**config.mk**
```make
export PLATFORM = sky130hd
export DESIGN_NAME = dgram_rx_buffer
export DESIGN_NICKNAME = d
export VERILOG_FILES = /design/src/rtl/dgram_rx_buffer.sv
export SDC_FILE = /design/constraint.sdc
export NUM_CORES = 1
export LEC_CHECK = 0
export CORE_UTILIZATION = 30
export CTS_BUF_LIST = sky130_fd_sc_hd__clkbuf_4
export CTS_CLUSTER_SIZE = 25
export DETAILED_ROUTE_END_ITERATION = 8
export HOLD_SLACK_MARGIN = 0.06
export PLACE_DENSITY = 0.48
export SLEW_MARGIN = 20
export SYNTH_ARGS = -nofsm -noshare
export SYNTH_HDL_FRONTEND = slang
export SYNTH_SLANG_ARGS = --single-unit
```
**constraint.sdc**
```tcl
create_clock -name clk -period 2.2 [get_ports clk]
set_input_delay 0.44 -clock clk [delete_from_list [all_inputs] [get_ports clk]]
set_output_delay 0.44 -clock clk [all_outputs]
set_load 0.01 [all_outputs]
```
**src/rtl/dgram_rx_buffer.sv**
```systemverilog
`timescale 1ns/1ps
// dgram_rx_buffer
// Receive front-end for a childboard. It collects a datagram from the
// motherboard as CHUNK_W-bit chunks over a four-phase req/ack link and
// reassembles them into an MSG_W-bit message.
//
// Optional feature macro: RX_FRAME_SYNC_EN
//   defined   : a completed message is parked in a pending register and is
//               committed to datagram_out on the next frame_tick, so the
//               renderer never sees a half-updated datagram.
//   undefined : a completed message is written to datagram_out on the
//               completion edge. frame_tick is ignored and overrun stays 0.
//
// Handshake (four-phase, sender-driven):
//   The sender presents data_in/sof_in and raises req_in. Both stay stable
//   while req_in is high. The receiver samples the chunk and raises ack_out.
//   The sender then drops req_in, and the receiver answers by dropping
//   ack_out. Only then may the next chunk start. Every chunk is
//   acknowledged, including rejected ones, so the sender never stalls.
//   req_in is asynchronous and passes through SYNC_STAGES flops (>= 2).
//
// o_dbg_state exposes the receive FSM state (0=IDLE, 1=ACK, 2=GAP).
module dgram_rx_buffer #(
    parameter int MSG_W       = 48,
    parameter int CHUNK_W     = 6,
    parameter int SYNC_STAGES = 2,
    parameter int TIMEOUT_CYC = 1024
) (
    input  logic               clk,
    input  logic               rst,
    input  logic               req_in,
    input  logic [CHUNK_W-1:0] data_in,
    input  logic               sof_in,
    input  logic               frame_tick,
    output logic               ack_out,
    output logic [MSG_W-1:0]   datagram_out,
    output logic               datagram_valid,
    output logic               datagram_upd,
    output logic               rx_error,
    output logic               overrun,
    output logic [1:0]         o_dbg_state
);

    // Chunks per message. The last chunk may carry bits above MSG_W-1; those
    // bits land in the assembly buffer but never reach the output.
    localparam int N     = (MSG_W + CHUNK_W - 1) / CHUNK_W;
    localparam int ASM_W = N * CHUNK_W;
    localparam int IDX_W = ($clog2(N + 1) > 1) ? $clog2(N + 1) : 1;
    localparam int TO_W  = $clog2(TIMEOUT_CYC + 1);

    localparam logic [IDX_W-1:0] IDX_LAST = IDX_W'(N);
    localparam logic [TO_W-1:0]  TO_MAX   = TO_W'(TIMEOUT_CYC);

    typedef enum logic [1:0] {
        S_IDLE = 2'd0,
        S_ACK  = 2'd1,
        S_GAP  = 2'd2
    } state_t;

    // ------------------------------------------------------------------
    // Registers and wires
    // ------------------------------------------------------------------
    logic [SYNC_STAGES-1:0] r_sync;
    logic                   r_req_d;
    state_t                 r_state;
    logic                   r_ack;
    logic                   r_drop;
    logic [IDX_W-1:0]       r_idx;
    logic [ASM_W-1:0]       r_asm;
    logic                   r_rx_error;
    logic [TO_W-1:0]        r_to_cnt;
    logic [MSG_W-1:0]       r_dout;
    logic                   r_valid;
    logic                   r_upd;

    logic                   w_req_s;
    logic                   w_req_edge;
    logic                   w_counting;
    logic [TO_W-1:0]        w_to_next;
    logic                   w_timeout;
    logic                   w_complete;
    logic [MSG_W-1:0]       w_msg;

    // ------------------------------------------------------------------
    // req synchroniser and edge detect
    // ------------------------------------------------------------------
    assign w_req_s    = r_sync[SYNC_STAGES-1];
    assign w_req_edge = w_req_s ^ r_req_d;

    // Shift the asynchronous request through the synchroniser chain.
    always_ff @(posedge clk) begin
        if (!rst) begin
            r_sync  <= '0;
            r_req_d <= 1'b0;
        end else begin
            r_sync  <= {r_sync[SYNC_STAGES-2:0], req_in};
            r_req_d <= w_req_s;
        end
    end

    // ------------------------------------------------------------------
    // Mid-message idle timeout
    // ------------------------------------------------------------------
    // The counter measures how long the link has been quiet while a message
    // is open. The abort fires on the edge at which the count would reach
    // TIMEOUT_CYC, so the error pulse appears TIMEOUT_CYC edges after the
    // last req_s transition.
    assign w_counting = (r_state != S_IDLE);
    assign w_to_next  = (r_to_cnt == TO_MAX) ? TO_MAX : r_to_cnt + 1'b1;
    assign w_timeout  = w_counting && !w_req_edge && (w_to_next == TO_MAX);

    // Count quiet cycles while the message is open, saturating at TIMEOUT_CYC.
    always_ff @(posedge clk) begin
        if (!rst) begin
            r_to_cnt <= '0;
        end else if (!w_counting || w_req_edge || w_timeout) begin
            r_to_cnt <= '0;
        end else begin
            r_to_cnt <= w_to_next;
        end
    end

    // ------------------------------------------------------------------
    // Receive FSM: handshake, slot writes, framing errors
    // ------------------------------------------------------------------
    // A message completes when the last chunk's req falls: the FSM is in ACK,
    // sees req_s low, the chunk was not dropped and all N slots are written.
    assign w_complete = (r_state == S_ACK) && !w_req_s && !r_drop &&
                        (r_idx == IDX_LAST) && !w_timeout;
    assign w_msg      = r_asm[MSG_W-1:0];

    // Drive ack_out, assemble chunks into slots and flag framing errors.
    always_ff @(posedge clk) begin
        if (!rst) begin
            r_state    <= S_IDLE;
            r_ack      <= 1'b0;
            r_drop     <= 1'b0;
            r_idx      <= '0;
            r_asm      <= '0;
            r_rx_error <= 1'b0;
        end else begin
            r_rx_error <= 1'b0;
            if (w_timeout) begin
                // The sender went quiet mid-message. Drop the partial message.
                r_state    <= S_IDLE;
                r_ack      <= 1'b0;
                r_drop     <= 1'b0;
                r_idx      <= '0;
                r_rx_error <= 1'b1;
            end else begin
                case (r_state)
                    S_IDLE: begin
                        if (w_req_s) begin
                            r_ack   <= 1'b1;
                            r_state <= S_ACK;
                            if (sof_in) begin
                                r_asm[CHUNK_W-1:0] <= data_in;
                                r_idx              <= IDX_W'(1);
                                r_drop             <= 1'b0;
                            end else begin
                                // Orphan chunk: acknowledge it but throw it away.
                                r_drop     <= 1'b1;
                                r_rx_error <= 1'b1;
                            end
                        end
                    end
                    S_ACK: begin
                        if (!w_req_s) begin
                            r_ack <= 1'b0;
                            if (r_drop || (r_idx == IDX_LAST)) begin
                                r_state <= S_IDLE;
                                r_idx   <= '0;
                                r_drop  <= 1'b0;
                            end else begin
                                r_state <= S_GAP;
                            end
                        end
                    end
                    S_GAP: begin
                        if (w_req_s) begin
                            r_ack   <= 1'b1;
                            r_state <= S_ACK;
                            if (sof_in) begin
                                // A new message began early: restart from slot 0.
                                r_asm[CHUNK_W-1:0] <= data_in;
                                r_idx              <= IDX_W'(1);
                                r_rx_error         <= 1'b1;
                            end else begin
                                for (int k = 0; k < N; k++) begin
                                    if (r_idx == IDX_W'(k)) begin
                                        r_asm[k*CHUNK_W +: CHUNK_W] <= data_in;
                                    end
                                end
                                r_idx <= r_idx + 1'b1;
                            end
                        end
                    end
                    default: begin
                        r_state <= S_IDLE;
                        r_ack   <= 1'b0;
                        r_drop  <= 1'b0;
                        r_idx   <= '0;
                    end
                endcase
            end
        end
    end

    // ------------------------------------------------------------------
    // Commit path
    // ------------------------------------------------------------------
`ifdef RX_FRAME_SYNC_EN
    logic [MSG_W-1:0] r_pending;
    logic             r_pending_full;
    logic             r_overrun;
    logic             w_commit;

    assign w_commit = frame_tick && r_pending_full;

    // Park each completed message until the next frame boundary. A message
    // completing on the tick edge refills pending after the old one commits.
    always_ff @(posedge clk) begin
        if (!rst) begin
            r_pending      <= '0;
            r_pending_full <= 1'b0;
        end else if (w_complete) begin
            r_pending      <= w_msg;
            r_pending_full <= 1'b1;
        end else if (w_commit) begin
            r_pending_full <= 1'b0;
        end
    end

    // Commit pending on frame_tick and report an overwritten pending message.
    always_ff @(posedge clk) begin
        if (!rst) begin
            r_dout    <= '0;
            r_valid   <= 1'b0;
            r_upd     <= 1'b0;
            r_overrun <= 1'b0;
        end else begin
            r_upd     <= 1'b0;
            r_overrun <= 1'b0;
            if (w_commit) begin
                r_dout  <= r_pending;
                r_valid <= 1'b1;
                r_upd   <= 1'b1;
            end
            if (w_complete && r_pending_full && !w_commit) begin
                r_overrun <= 1'b1;
            end
        end
    end

    assign overrun = r_overrun;
`else
    logic w_unused_tick;
    assign w_unused_tick = frame_tick;

    // Write each completed message straight to the output.
    always_ff @(posedge clk) begin
        if (!rst) begin
            r_dout  <= '0;
            r_valid <= 1'b0;
            r_upd   <= 1'b0;
        end else begin
            r_upd <= 1'b0;
            if (w_complete) begin
                r_dout  <= w_msg;
                r_valid <= 1'b1;
                r_upd   <= 1'b1;
            end
        end
    end

    assign overrun = 1'b0;
`endif

    // ------------------------------------------------------------------
    // Outputs
    // ------------------------------------------------------------------
    assign ack_out        = r_ack;
    assign datagram_out   = r_dout;
    assign datagram_valid = r_valid;
    assign datagram_upd   = r_upd;
    assign rx_error       = r_rx_error;
    assign o_dbg_state    = r_state;

endmodule

```
==> results.md, run 1 <==
* Status: finished, final reports clean
* I/O pin count at 66
* GPL Wtd Cong at 0.7813
* Setup TNS at 0 ns
* DRT antenna net count at 0
* VDD IR max at 0.0002519 V
* Slew Viols, Final at 0
* Mux cell area share after synthesis at 19.99%
* Combinational share of power at 3.7%
* DRC at 0
* Buffers on Ports at 63
* Worst Hold Class: in -> reg
* PD cells at 600.4 nW/um^2
* Die width at approximately 130 um
* Synth Area in Simple Gates at between 10% and 20%
* Crit path max-delay family: simple AND/OR/NAND/NOR gates
* TritonCTS Buffers at 17
* RSZ-0062 raised after global routing: yes
* Initial Util at 31.15%
* Sequential element share of the synthesized area at between 50% and 60%
* Synth Instances at between 400 and 500
* Nets at 589
* Arr. time, crit path at approximately 2.6 ns
* HPWL after detailed placement at 7114 um
* H-tree levels at 4
* Max Freq at between 400 and 500 MHz
* Hold-fix buffers, CTS at 0
* Synth top area share at 50.40%
* Kind of end point of the critical path: flop
* Synth Area in Adders at 1.562%
* Die Ht at between 100 and 150 um
* DR pass1 iterations at 4
* RR Startpoint: r_to_cnt[0]$_SDFF_PP0_
* Required @ worst endpoint at 2.66 ns
* Rel. slew slack at 41.52%
* Design Power at 3.813 mW
* Final Hold Viols at 0
* Reg power frac at between 50 and 60%
* Syn_area_per_cell at 9.868 sq um
* Post-synthesis cell area at 4806 sq um
* Clk_skew at around 0.021 ns
* Root Buffer: clkbuf_4
* Net Sw Frac at between 20% and 30%
* Ys Warns at 0
* CTS tree: yes
* Setup Crit Path Kind: reg -> reg
* Number of synthesized flops with an enable pin at 0
* Flop2flop setup slack at 0.05 ns
* Power share of the clock group at 38.4%
* WHS Path Cells at 3
* Fin crit period at 2.154 ns
* Clock slew at reported path FFs at 0.11 ns
* Post-Route WL at 11570 um
* Die ar. at ~17000 sq um
* Setup-failing EPs final at 0
* Slew of the pin with the lowest slew margin at 0.8771 ns
* CP max stage delay at 0.39 ns
* Post-synth ARST share at 0%
* Clk_lat worst skew at 0.52 ns
* Synth Area in Compound Gates at 5.650%
* Total congestion overflow at 0
* Drt wl/cell at 14.53 um
* Global-route wire length before repair at 18310 um
* Buf+Inv Stages, Crit Path at 3
* Synthesized net count at 504
* Reg2reg path depth at 9
* Layout cells sized above 1 at 15.09%
* Worst R2R End: datagram_out[42]$_SDFFE_PN0P_
* Final Util at 41.17%
* CP Max Fanout at 8
* Finished Layout Cells at 796
* Hold_sp: rst
* Crit path max-delay cell type: dfxtp_4
* Ordered list of cells on the worst path: ha_4 > inv_2 > or3_4 > and3_4 > and4_4 > a21oi_4 > buf_6 > clkbuf_16 > mux2i_1
* Area growth from synthesis to layout at 32.15%
* GR Util All Layers at 14.64%
* Hold EP: datagram_out[3]$_SDFFE_PN0P_
* Ranking of synthesized cells by area: dfxtp_1, mux2i_1, nand2_1, nor2_1, ha_1
* Vias in the first global route at 3659
* Power Internal at 2.915 mW
* #FFs+latches synth at 121
* Tcrit/Tclk final at 97.90%
* Main combinational cell family by area after synthesis: multiplexers
* Xor and xnor fraction of the mapped netlist area at around 2.2%
* Core area at between 15000 and 20000 sq um
* Placed Cells at 752
* # clock sinks at 121
* Worst hold slack at between 0.4 and 0.5 ns
* Via count at 3597
* Post-synth cell types at 48
* Initial drt markers at ~120
* Row cnt at 45
* Psw at 898.1 uW
* Pin count of the biggest net entering global routing at between 40 and 50
* Leak at approximately 2.5 nW
* Crit path launch type: flop
* Post-DR vias/cell at 4.519
* Initial antenna violation count at 1
* Max-cap viol count at 0
* Post-synth top area cell: dfxtp_1
* Clock buffer depth at 2
* Top FF cell, synth: dfxtp_1
## tightest hold or removal path: stages
cell	delay, ns
buf_4	0.27
nand2_1	0.12
mux2i_1	0.05
## placed cells by master, fill, tap and decap left out, drive strengths merged, types with 3 or more instances in the layout
cell	instances
dfxtp	121
nand3	8
nand4	4
nor2	27
nor3	3
nand2	112
o211ai	3
o21ai	12
or3	3
a21oi	8
o21a	4
buf	27
nor4b	4
xor2	5
inv	9
clkinv	8
and2	4
clkbuf	22
clkdlybuf4s50	62
xnor2	7
ha	6
and3	4
mux2i	96
## routing by layer
metal  vias to the layer above  global-route usage [%]  part of all wire, %
li1                       1824                       -                    -
met1                      1700                   18.64                   49
met2                        55                   23.21                   45
met3                        18                   4.075                  3.4
met4                         0                   6.298                  1.8
met5                         -                       0                    0
## flip-flops by register name (all words and copies together) (netlist names)
register / cells
r_idx: 4
rx_error: 1
r_to_cnt: 11
datagram_valid: 1
r_asm: 48
r_req_d: 1
datagram_out: 48
ack_out: 1
r_drop: 1
r_sync: 2
datagram_upd: 1
o_dbg_state: 2
## cell families after synthesis
family,count (synthesis)
simple gates,180
flops,121
mux,96
compound gates,36
buf+inv,35
xor+xnor,12
fa+ha+maj,6
other cells,1
## synthesized netlist by cell type, types with 2 or more instances
cell type	instances
nand2_1	112
buf_4	4
nor4b_1	4
ha_1	6
and3_1	4
clkbuf_1	17
or3_1	3
o211ai_2	3
nor2_1	27
nand4_1	3
o21ai_0	6
nand3_1	8
inv_1	9
o21ai_2	4
o21ai_1	2
xnor2_1	7
xor2_1	5
a31o_2	2
buf_2	2
and2_1	4
buf_6	2
dfxtp_1	121
nor3_1	3
o21a_1	4
nor3b_1	2
mux2i_1	96
a21oi_1	6
## area by class of cell
class / instances / area (sq um)
multi-input cells: 331 / 2323
fillers: 1530 / 9076
clock inverters: 11 / 107.6
diodes: 2 / 5.005
flip-flops and latches: 121 / 2432
repair buffers: 92 / 1042
inverters: 9 / 33.78
well taps: 211 / 264.0
clock buffers: 19 / 142.6
## metrics by stage
step	area, sq um	worst slack [ns]
after detailed placement	5734	-0.1490
after global placement	5734	-0.1207
after floorplan	4810	0.03829
after CTS	6171	-0.06809
after global routing	6351	-0.03595
final	6351	0.04614
## power by group through the flow
stage / Combinational (mW) / Clock, mW / Sequential [mW]
6_report: 0.141 / 1.47 / 2.21
3_3_place_gp: 0.136 / 0 / 2.26
2_1_floorplan: 0.0809 / 0 / 2.25
5_1_grt: 0.155 / 1.61 / 2.21
4_1_cts: 0.140 / 1.52 / 2.21
3_5_place_dp: 0.137 / 0 / 2.26
## timing repair
action                                  in CTS  in global routing
pin swaps                                    1                  8
cloned                                       2                  3
setup buffers                                4                  5
endpoints found under the setup margin     101                100
resized for setup                           15                 18
## how the worst max path moves through the flow
stage,start,to,slack (ns),cells past startpoint
after detailed placement,r_to_cnt[0]$_SDFF_PP0_,ack_out$_SDFFE_PP0P_,-0.15,9
after floorplan,r_to_cnt[1]$_SDFF_PP0_,datagram_out[13]$_SDFFE_PN0P_,0.04,10
final,r_to_cnt[0]$_SDFF_PP0_,datagram_out[42]$_SDFFE_PN0P_,0.05,9
after global placement,r_to_cnt[0]$_SDFF_PP0_,o_dbg_state[1]$_SDFFE_PP0P_,-0.12,9
after global routing,r_to_cnt[1]$_SDFF_PP0_,datagram_out[40]$_SDFFE_PN0P_,-0.04,10
after CTS,r_to_cnt[0]$_SDFF_PP0_,datagram_out[12]$_SDFFE_PN0P_,-0.07,11
Power figures use the tool's default switching activity.
==> run 2: changes to the inputs <==
--- a/config.mk
+++ b/config.mk
@@ -11,6 +11,7 @@
 export DETAILED_ROUTE_END_ITERATION = 8
 export HOLD_SLACK_MARGIN = 0.06
 export PLACE_DENSITY = 0.48
+export SETUP_SLACK_MARGIN = 0.2
 export SLEW_MARGIN = 20
 export SYNTH_ARGS = -nofsm -noshare
 export SYNTH_HDL_FRONTEND = slang
==> run 2 against run 1 <==
Net effect:
- sequential share of layout area shrank 1.6 points
- routed wire length grew 6.7%
- via count grew 3.5%
- combinational power grew 9%
- highest routed layer unchanged
- critical path type unchanged
- worst hold slack gained 0.027 ns
- sequential power is essentially flat
- largest power group unchanged
==> results.md, run 2 (synthesis gave the netlist of run 1 again) <==
* Slew of the pin with the lowest slew margin at 0.9357 ns (+0.05861 ns)
* Kind of end point of the critical path: flop
* Buffers on Ports at 63 (unchanged)
* GPL Wtd Cong at 0.7809 (about the same)
* Drt wl/cell at 15.22 um (+4.7%)
* Clock buffer depth at 2 (unchanged)
* Initial antenna violation count at 1 (unchanged)
* CP max stage delay at 0.40 ns (about the same)
* Leak at 2.582 nW (+5.3%)
* Placed Cells at 751 (-0.13%)
* Most common cell after layout, fill and taps aside: dfxtp_1
* Global-route wire length before repair at 19690 um (+7.5%)
* Total congestion overflow at 0 (unchanged)
* Row cnt at 45 (unchanged)
* Via count at 3723 (+3.5%)
* Setup Crit Path Kind: reg -> reg
* Nets at 603 (+2.4%)
* Worst R2R End: datagram_out[39]$_SDFFE_PN0P_
* Crit path max-delay cell type: dfxtp_4
* Slew Viols, Final at 0 (unchanged)
* Fillers at 1507 (-1.5%)
* Die Ht at 128.6 um (unchanged)
* RSZ-0062 raised after global routing: yes
* Hold EP: datagram_valid$_SDFFE_PN0P_
* Ordered list of cells on the worst path: ha_4 > inv_2 > or3_4 > and3_4 > and4_4 > a21oi_4 > buf_12 > clkbuf_16 > mux2i_1
* Setup-failing EPs final at 0 (unchanged)
* Pin count of the biggest net entering global routing at 48 (-2.0%)
* I/O pin count at 66 (unchanged)
* Die ar. at 16530 sq um (unchanged)
* Arr. time, crit path at 2.58 ns (-0.03 ns)
* Flop2flop setup slack at 0.06 ns (about the same)
* Hold_sp: rst
* Crit path max-delay family: simple AND/OR/NAND/NOR gates
* CTS tree: yes
* Post-Route WL at 12340 um (+6.7%)
* PD cells at 584.1 nW/um^2 (-2.7%)
* Reg power frac at 56.7% (-1.2 points)
* Power share of the clock group at 39.4% (+1.0 points)
* Max-cap viol count at 0 (unchanged)
* GR Util All Layers at 15.76% (+1.1 points)
* Hold-fix buffers, CTS at 0 (unchanged)
* Initial drt markers at 175 (+45%)
* DRC at 0 (unchanged)
* Post-DP Area at 5764 sq um (+0.52%)
* Rel. slew slack at 37.61% (-3.9 points)
* DRT antenna net count at 0 (unchanged)
* Finished Layout Cells at 811 (+1.9%)
* Worst Hold Class: in -> reg
* RR Startpoint: r_to_cnt[0]$_SDFF_PP0_
* Area growth from synthesis to layout at 38.38%
* DR pass1 iterations at 4 (unchanged)
* Final Instance Area at 6650 sq um (+4.7%)
* Vias in the first global route at 3799 (+3.8%)
* Clk_skew at 0.02085 ns (+0.0001627 ns)
* H-tree levels at 4 (unchanged)
* Buf+Inv Stages, Crit Path at 3 (unchanged)
* Required @ worst endpoint at 2.64 ns (-0.02 ns)
* Crit path launch type: flop
* # clock sinks at 121 (unchanged)
* Layout cells sized above 1 at 18.53% (+3.4 points)
* Reg2reg path depth at 9 (unchanged)
* Status: finished, final reports clean
* VDD IR max at 0.0003659 V (+45%)
* TritonCTS Buffers at 17 (unchanged)
* Max Freq at 467.1 MHz (+0.60%)
* Clock slew at reported path FFs at 0.11 ns (about the same)
* Clk_lat worst skew at 0.52 ns (about the same)
* WHS Path Cells at 2 (-1)
* Net Sw Frac at 24.47% (+0.92 points)
* Combinational share of power at 3.9% (+0.2 points)
* Fin crit period at 2.141 ns (-0.01282 ns)
* CP Max Fanout at 6 (-2)
* Initial Util at 31.15% (unchanged)
* HPWL after detailed placement at 7246 um (+1.9%)
* Core area at 15430 sq um (unchanged)
* Final Hold Viols at 0 (unchanged)
* Psw at 950.4 uW (+5.8%)
* Tcrit/Tclk final at 97.32% (-0.58 points)
* Commonest non-fill, non-tap cells in the layout: dfxtp_1, nand2_1, mux2i_1, clkdlybuf4s50_1, nor2_1
* Post-DR vias/cell at 4.591 (+1.6%)
* Root Buffer: clkbuf_4
* Power Internal at 2.934 mW (+0.65%)
* Die width at 128.6 um (unchanged)
run 2: cell type report:
cell class	instances	area, sq um	area share (%)
Timing Repair Buffer	105	1264	19.00
Tap cell	211	264.0	3.970
Clock buffer	19	142.6	2.145
Multi-Input combinational cell	332	2367	35.60
Sequential cell	121	2444	36.74
Inverter	9	36.28	0.5456
Antenna cell	1	2.502	0.03763
Clock inverter	13	130.1	1.957
run 2: power groups by stage:
stage	clock, mW	combinational (mW)	sequential, mW
2_1_floorplan	0	0.0830	2.25
3_3_place_gp	0	0.137	2.26
3_5_place_dp	0	0.139	2.26
4_1_cts	1.58	0.145	2.20
5_1_grt	1.68	0.169	2.21
6_report	1.53	0.153	2.20
run 2: per-stage QoR:
step	hold WS, ns	setup TNS (ns)	setup slack, ns	total power [mW]	util (%)
after floorplan	0.4119	0	0.1316	2.336	-
after global placement	0.4272	-0.7236	-0.06936	2.395	37.36
after detailed placement	0.4324	-1.576	-0.08448	2.397	37.36
after CTS	0.3603	0	0.06857	3.933	41.82
after global routing	0.3963	-0.6041	-0.04393	4.054	43.11
final	0.4277	0	0.05895	3.884	43.11
run 2: worst reg2reg max path, stage by stage (launching register included):
cell and delay [ns]:
dfxtp_4 0.40, ha_4 0.18, inv_2 0.05, or3_4 0.36, and3_4 0.19, and4_4 0.19, a21oi_4 0.18, buf_12 0.19
clkbuf_16 0.17, mux2i_1 0.18
run 2: layer usage:
metal	share of wire, %	GRT usage [%]
met4	0.98	5.260
met3	3.8	4.241
met2	47	25.63
met5	0	0
met1	48	20.18
run 2: how the worst max path moves through the flow:
stage,endpoint,slack [ns],depth (start not counted),from
2_1_floorplan,datagram_out[13]$_SDFFE_PN0P_,0.13,11,r_to_cnt[0]$_SDFF_PP0_
3_3_place_gp,o_dbg_state[1]$_SDFFE_PP0P_,-0.07,7,r_to_cnt[2]$_SDFF_PP0_
3_5_place_dp,r_idx[0]$_SDFFE_PP0P_,-0.08,7,r_to_cnt[2]$_SDFF_PP0_
4_1_cts,r_asm[6]$_SDFFE_PN0P_,0.07,10,r_to_cnt[0]$_SDFF_PP0_
5_1_grt,r_asm[7]$_SDFFE_PN0P_,-0.04,10,r_to_cnt[0]$_SDFF_PP0_
6_report,datagram_out[39]$_SDFFE_PN0P_,0.06,9,r_to_cnt[0]$_SDFF_PP0_
run 2: what timing repair did:
item	in CTS	in global routing
cloned	5	4
pin swaps	8	4
setup buffers	12	6
resized for setup	32	13
setup endpoints to repair	113	113
==> RTL edit 1 (config.mk and constraints of run 2) <==
Change the parameter `CHUNK_W` from 6 to 3.
--- a/src/rtl/dgram_rx_buffer.sv
+++ b/src/rtl/dgram_rx_buffer.sv
@@ -24,3 +24,3 @@
     parameter int MSG_W       = 48,
-    parameter int CHUNK_W     = 6,
+    parameter int CHUNK_W     = 3,
     parameter int SYNC_STAGES = 2,
Interface: changed (resized data_in); port bits go from 66 to 63. The function was not compared with the original's and may differ.
==> RTL edit 1 against run 2 <==
Synthesized area is 4.9% higher. Synthesized cell count is 7.6% higher. Combinational power is 12% lower. Power is 0.59% lower. Largest cell class is now multi-input gates. Worst setup slack worse by 0.024 ns. Non-clock buffer count is 19 higher. Hold slack worse by 0.16 ns. Global-route usage is 1.3 points lower. Final area is 5.1% higher. Sequential share of layout area is 1.3 points lower. Sequential cell count is 1 higher. Wire length is 1.8% lower.
==> RTL edit 1: results (changes against run 2) <==
* Status: complete, no violations
* Met3 WL post-DR at 450 um (-4.1%)
* VDD IR-drop max at 0.2658 mV (-27%)
* Global-route wire length before repair at 19810 um (+0.63%)
* Placed Cells at 815 (+8.5%)
* Setup WS pre-CTS at -0.1705 ns (-0.08597 ns)
* WP data arrival at 2.57 ns (about the same)
* Hpwl dp at 7593 um (+4.8%)
* Vias in the first global route at 3924 (+3.3%)
* GRT met3 Usage at 0.03704 (-0.005375)
* WL/cell at 14.03 um (-7.8%)
* Largest net degree at the start of global routing at 47 (-2.1%)
* Met1 GRT Util at 0.1757 (-0.02611)
* Initial drt markers at 159 (-9.1%)
* Layout cells sized above 1 at 0.2255 (+0.04020)
* Placed cell area at 6297 sq um (+9.2%)
* Minimum clock period at 2.165 ns (+0.02373 ns)
* Post-DR vias/cell at 4.523 (-1.5%)
* First drt pass iteration count at 4 (unchanged)
* Proportion of synthesized area in mux cells at 0.1906 (-0.009330)
* PortBufs at 60 (-4.8%)
* Slowest-stage cell, CP: or4b_4
* Met2 Wirelength at 6026 um (+4.5%)
* Final Wtd Congestion at 0.7801 (-0.10%)
* Max Clock Skew at 0.02477 ns (+0.003922 ns)
* Leak at 2.399 nW (-7.1%)
* Register area share after synthesis at 0.4845 (-0.01955)
* Post-synth top cells: 122 x dfxtp_1, 117 x nand2_1, 96 x mux2i_1, 30 x nor2_1, 24 x clkbuf_1
* Worst-skew pair later-pin latency at 0.54 ns (+0.02 ns)
* Hold EP: datagram_out[38]
* Post-synthesis net count at 539 (+6.9%)
* Hold path cells at 3 (+1)
* Proportion of power drawn by the clock network at 0.392 (-0.002)
* R2R cell count at 8 (-1)
* GRT Util Overall at 0.1445 (-0.01303)
* YS warnings at 0 (unchanged)
* DRT met1 WL at 5536 um (-7.5%)
* Synthesized-area fraction occupied by adder cells at 0.01737 (+0.001753)
* Hold_ws at 0.2696 ns (-0.1582 ns)
* M2 GR Usage at 0.2407 (-0.01554)
* Synth area leaders: dfxtp_1 48%, mux2i_1 19%, nand2_1 8.7%
* Nets@finish at 647 (+7.3%)
* Mean post-synth cell area at 9.620 sq um (-2.5%)
* Xor/xnor cell area share of the yosys netlist at 0.02259 (+0.0007169)
* Max-slew headroom at 0.5380 (+0.1618)
* Crit path max fanout at 7 (+1)
* Netlist cell types at 45 (-6.3%)
* Switching Fraction at 0.2431 (-0.001603)
* Cell Count, Final, Fillers Out at 864 (+6.5%)
* Crit path largest cell delay at 0.52 ns (+0.12 ns)
* Worst setup endpoint: r_asm[39]
* Flop pwr share at 0.573 (+0.006)
* Number of H-tree levels at 4 (unchanged)
* Compound-Gate Fraction of Synth Area at 0.03773 (-0.01877)
* Min-delay worst type: in2reg
==> RTL edit 1: worst max-delay path: cells and delay by family (launching register included) <==
kind            cells  cell delay, ns
buf+inv             2            0.28
simple gates        3            0.92
mux                 1            0.14
compound gates      2            0.31
flops               1            0.39
==> RTL edit 1: area by class of cell <==
type | instances | area, sq um
clock buffer | 18 | 135.1
sequential | 122 | 2477
antenna | 1 | 2.502
timing repair buffer | 124 | 1303
multi-input combinational | 357 | 2628
fill | 1609 | 9479
clock inverter | 12 | 128.9
inverter | 10 | 37.54
tap | 220 | 275.3
==> RTL edit 1: timing repair <==
item	CTS	global route
setup endpoints to repair	109	111
gates resized for setup	28	16
setup buffers	8	2
pin swaps	11	6
gates cloned	5	3
==> RTL edit 1: logic make-up after synthesis <==
group | after synthesis
simple gates | 210
other cells | 1
compound gates | 30
flops | 122
mux | 96
xor+xnor | 13
buf+inv | 45
fa+ha+maj | 7
==> RTL edit 2 (flow settings as in run 2) <==
Made on the original files. One comparison of `r_to_cnt` changes from == to >=.
--- a/src/rtl/dgram_rx_buffer.sv
+++ b/src/rtl/dgram_rx_buffer.sv
@@ -108,3 +108,3 @@
     assign w_counting = (r_state != S_IDLE);
-    assign w_to_next  = (r_to_cnt == TO_MAX) ? TO_MAX : r_to_cnt + 1'b1;
+    assign w_to_next  = (r_to_cnt >= TO_MAX) ? TO_MAX : r_to_cnt + 1'b1;
     assign w_timeout  = w_counting && !w_req_edge && (w_to_next == TO_MAX);
Behaviour: same outputs for any inputs over 10 cycles, from zero or initial values and one cycle with rst low; that may be too few to reach the edited logic, so the function may still have changed.
==> RTL edit 2 against run 2 <==
Die area down 0.64%. Power grew 11%. Critical path depth fell by 2. Via count fell by 8.6%. Sequential cell count is the same. Worst setup slack improved by 0.15 ns. Synthesized area is 0.65% lower. Final area decreased by 4.4%. Hold slack got worse by 0.054 ns. Wire length shrank 13%. Global-route usage decreased by 2.2 points. Combinational power down 3%. Highest routed layer unchanged.
==> RTL edit 2: results (changes against run 2) <==
* GRT met3 Usage at 0.04633 (+0.003916)
* Netlist cell types at 46 (-4.2%)
* Cell Count, Final, Fillers Out at 769 (-5.2%)
* Top sig layer: met4
* Post-synth top cells: 121 x dfxtp_1, 110 x nand2_1, 97 x mux2i_1, 21 x nor2_1, 12 x clkbuf_1
* Layout cells sized above 1 at 0.1541 (-0.03119)
* Antenna cells at 0 (-1)
* Post-DR vias/cell at 4.423 (-3.7%)
* WP data arrival at 2.43 ns (-0.15 ns)
* Leak at 2.844 nW (+10%)
* Non-clk bufs at 92 (-12%)
* Global-route wire length before repair at 16700 um (-15%)
* Met1 GRT Util at 0.1716 (-0.03022)
* Compound-Gate Fraction of Synth Area at 0.06735 (+0.01085)
* Area of the multi-input gates at 2262 sq um (-4.4%)
* Internal power at 3.361 mW (+15%)
* DRT met1 WL at 5088 um (-15%)
* Buffer share of cell area at 0.1588 (-0.03126)
* Status: complete, no violations
* Clock buf/inv share at 0.05627 (+0.01525)
* Least-Margin Pin Slew at 0.5393 ns (-0.3964 ns)
* Met3 WL post-DR at 403 um (-14%)
* Fill cell count at 1460 (-3.1%)
* Proportion of synthesized area in mux cells at 0.2034 (+0.003406)
* VDD IR-drop max at 0.3255 mV (-11%)
* Register area share after synthesis at 0.5073 (+0.003302)
* CORE AREA at 15370 sq um (-0.36%)
* Synthesized-area fraction occupied by adder cells at 0.01572 (+0.0001023)
* Setup WS pre-CTS at -0.004676 ns (+0.07980 ns)
* Comb_multi_in at 304 (-8.4%)
* Largest net degree at the start of global routing at 109 (+130%)
* M2 GR Usage at 0.2129 (-0.04336)
* Initial drt markers at 150 (-14%)
* Finished Cell Area at 6360 sq um (-4.4%)
* Vias in the first global route at 3281 (-14%)
* GRT Util Overall at 0.1359 (-0.02167)
* Placed Cells at 722 (-3.9%)
* Nets@finish at 562 (-6.8%)
* Initial antenna violation count at 0 (-1)
* Post-synthesis net count at 476 (-5.6%)
* Clk. pwr at 1.95 mW (+27%)
* Clock buffers at 17 (-2)
* Xor/xnor cell area share of the yosys netlist at 0.02018 (-0.001691)
* Hpwl dp at 6575 um (-9.3%)
* Final Wtd Congestion at 0.7748 (-0.78%)
* Seq group at 2.20 mW (about the same)
* Register area at 2432 sq um (-0.46%)
* Crit path largest cell delay at 0.38 ns (-0.02 ns)
* Comb. pwr at 0.148 mW (-3%)
* Met2 Wirelength at 5066 um (-12%)
* Synthesized instance count at 459 (-5.7%)
* Routed WL at 10710 um (-13%)
* Synth area leaders: dfxtp_1 51%, mux2i_1 20%, nand2_1 8.6%
* Placed cell area at 5689 sq um (-1.3%)
* Max Clock Skew at 0.01781 ns (-0.003039 ns)
* CP delay by family, top: compound AO/OA/AOI/OAI gates
[RTL edit 2: cell count changes in the layout (fill, tap and decap cells not counted), sizes merged, moves of 3 or more]
cell / before / now
buf: 40 / 26
o21ai: 13 / 7
nor2: 27 / 22
a21oi: 8 / 4
bufinv: 2 / 6
nand3: 8 / 4
nor4b: 4 / 0
o2111ai: 0 / 4
o21a: 4 / 0
a31oi: 1 / 4
and3: 4 / 1
nor2b: 1 / 4
or3: 3 / 0
[RTL edit 2: timing repair]
item,4_1_cts,5_1_grt
cloned,0,5
endpoints found under the setup margin,107,104
pin swaps,5,1
gates resized for setup,12,8
setup buffers,7,3
[RTL edit 2: path summary, 6_finish.rpt]
path	startpoint	end	slack, ns	cells past startpoint
worst max register to register	r_to_cnt[1]	r_asm[19]	0.21	7
worst min register to register	datagram_valid	datagram_valid	0.45	2
worst min-delay path	rst	r_to_cnt[2]	0.37	3
worst max-delay path	r_to_cnt[1]	r_asm[19]	0.21	7
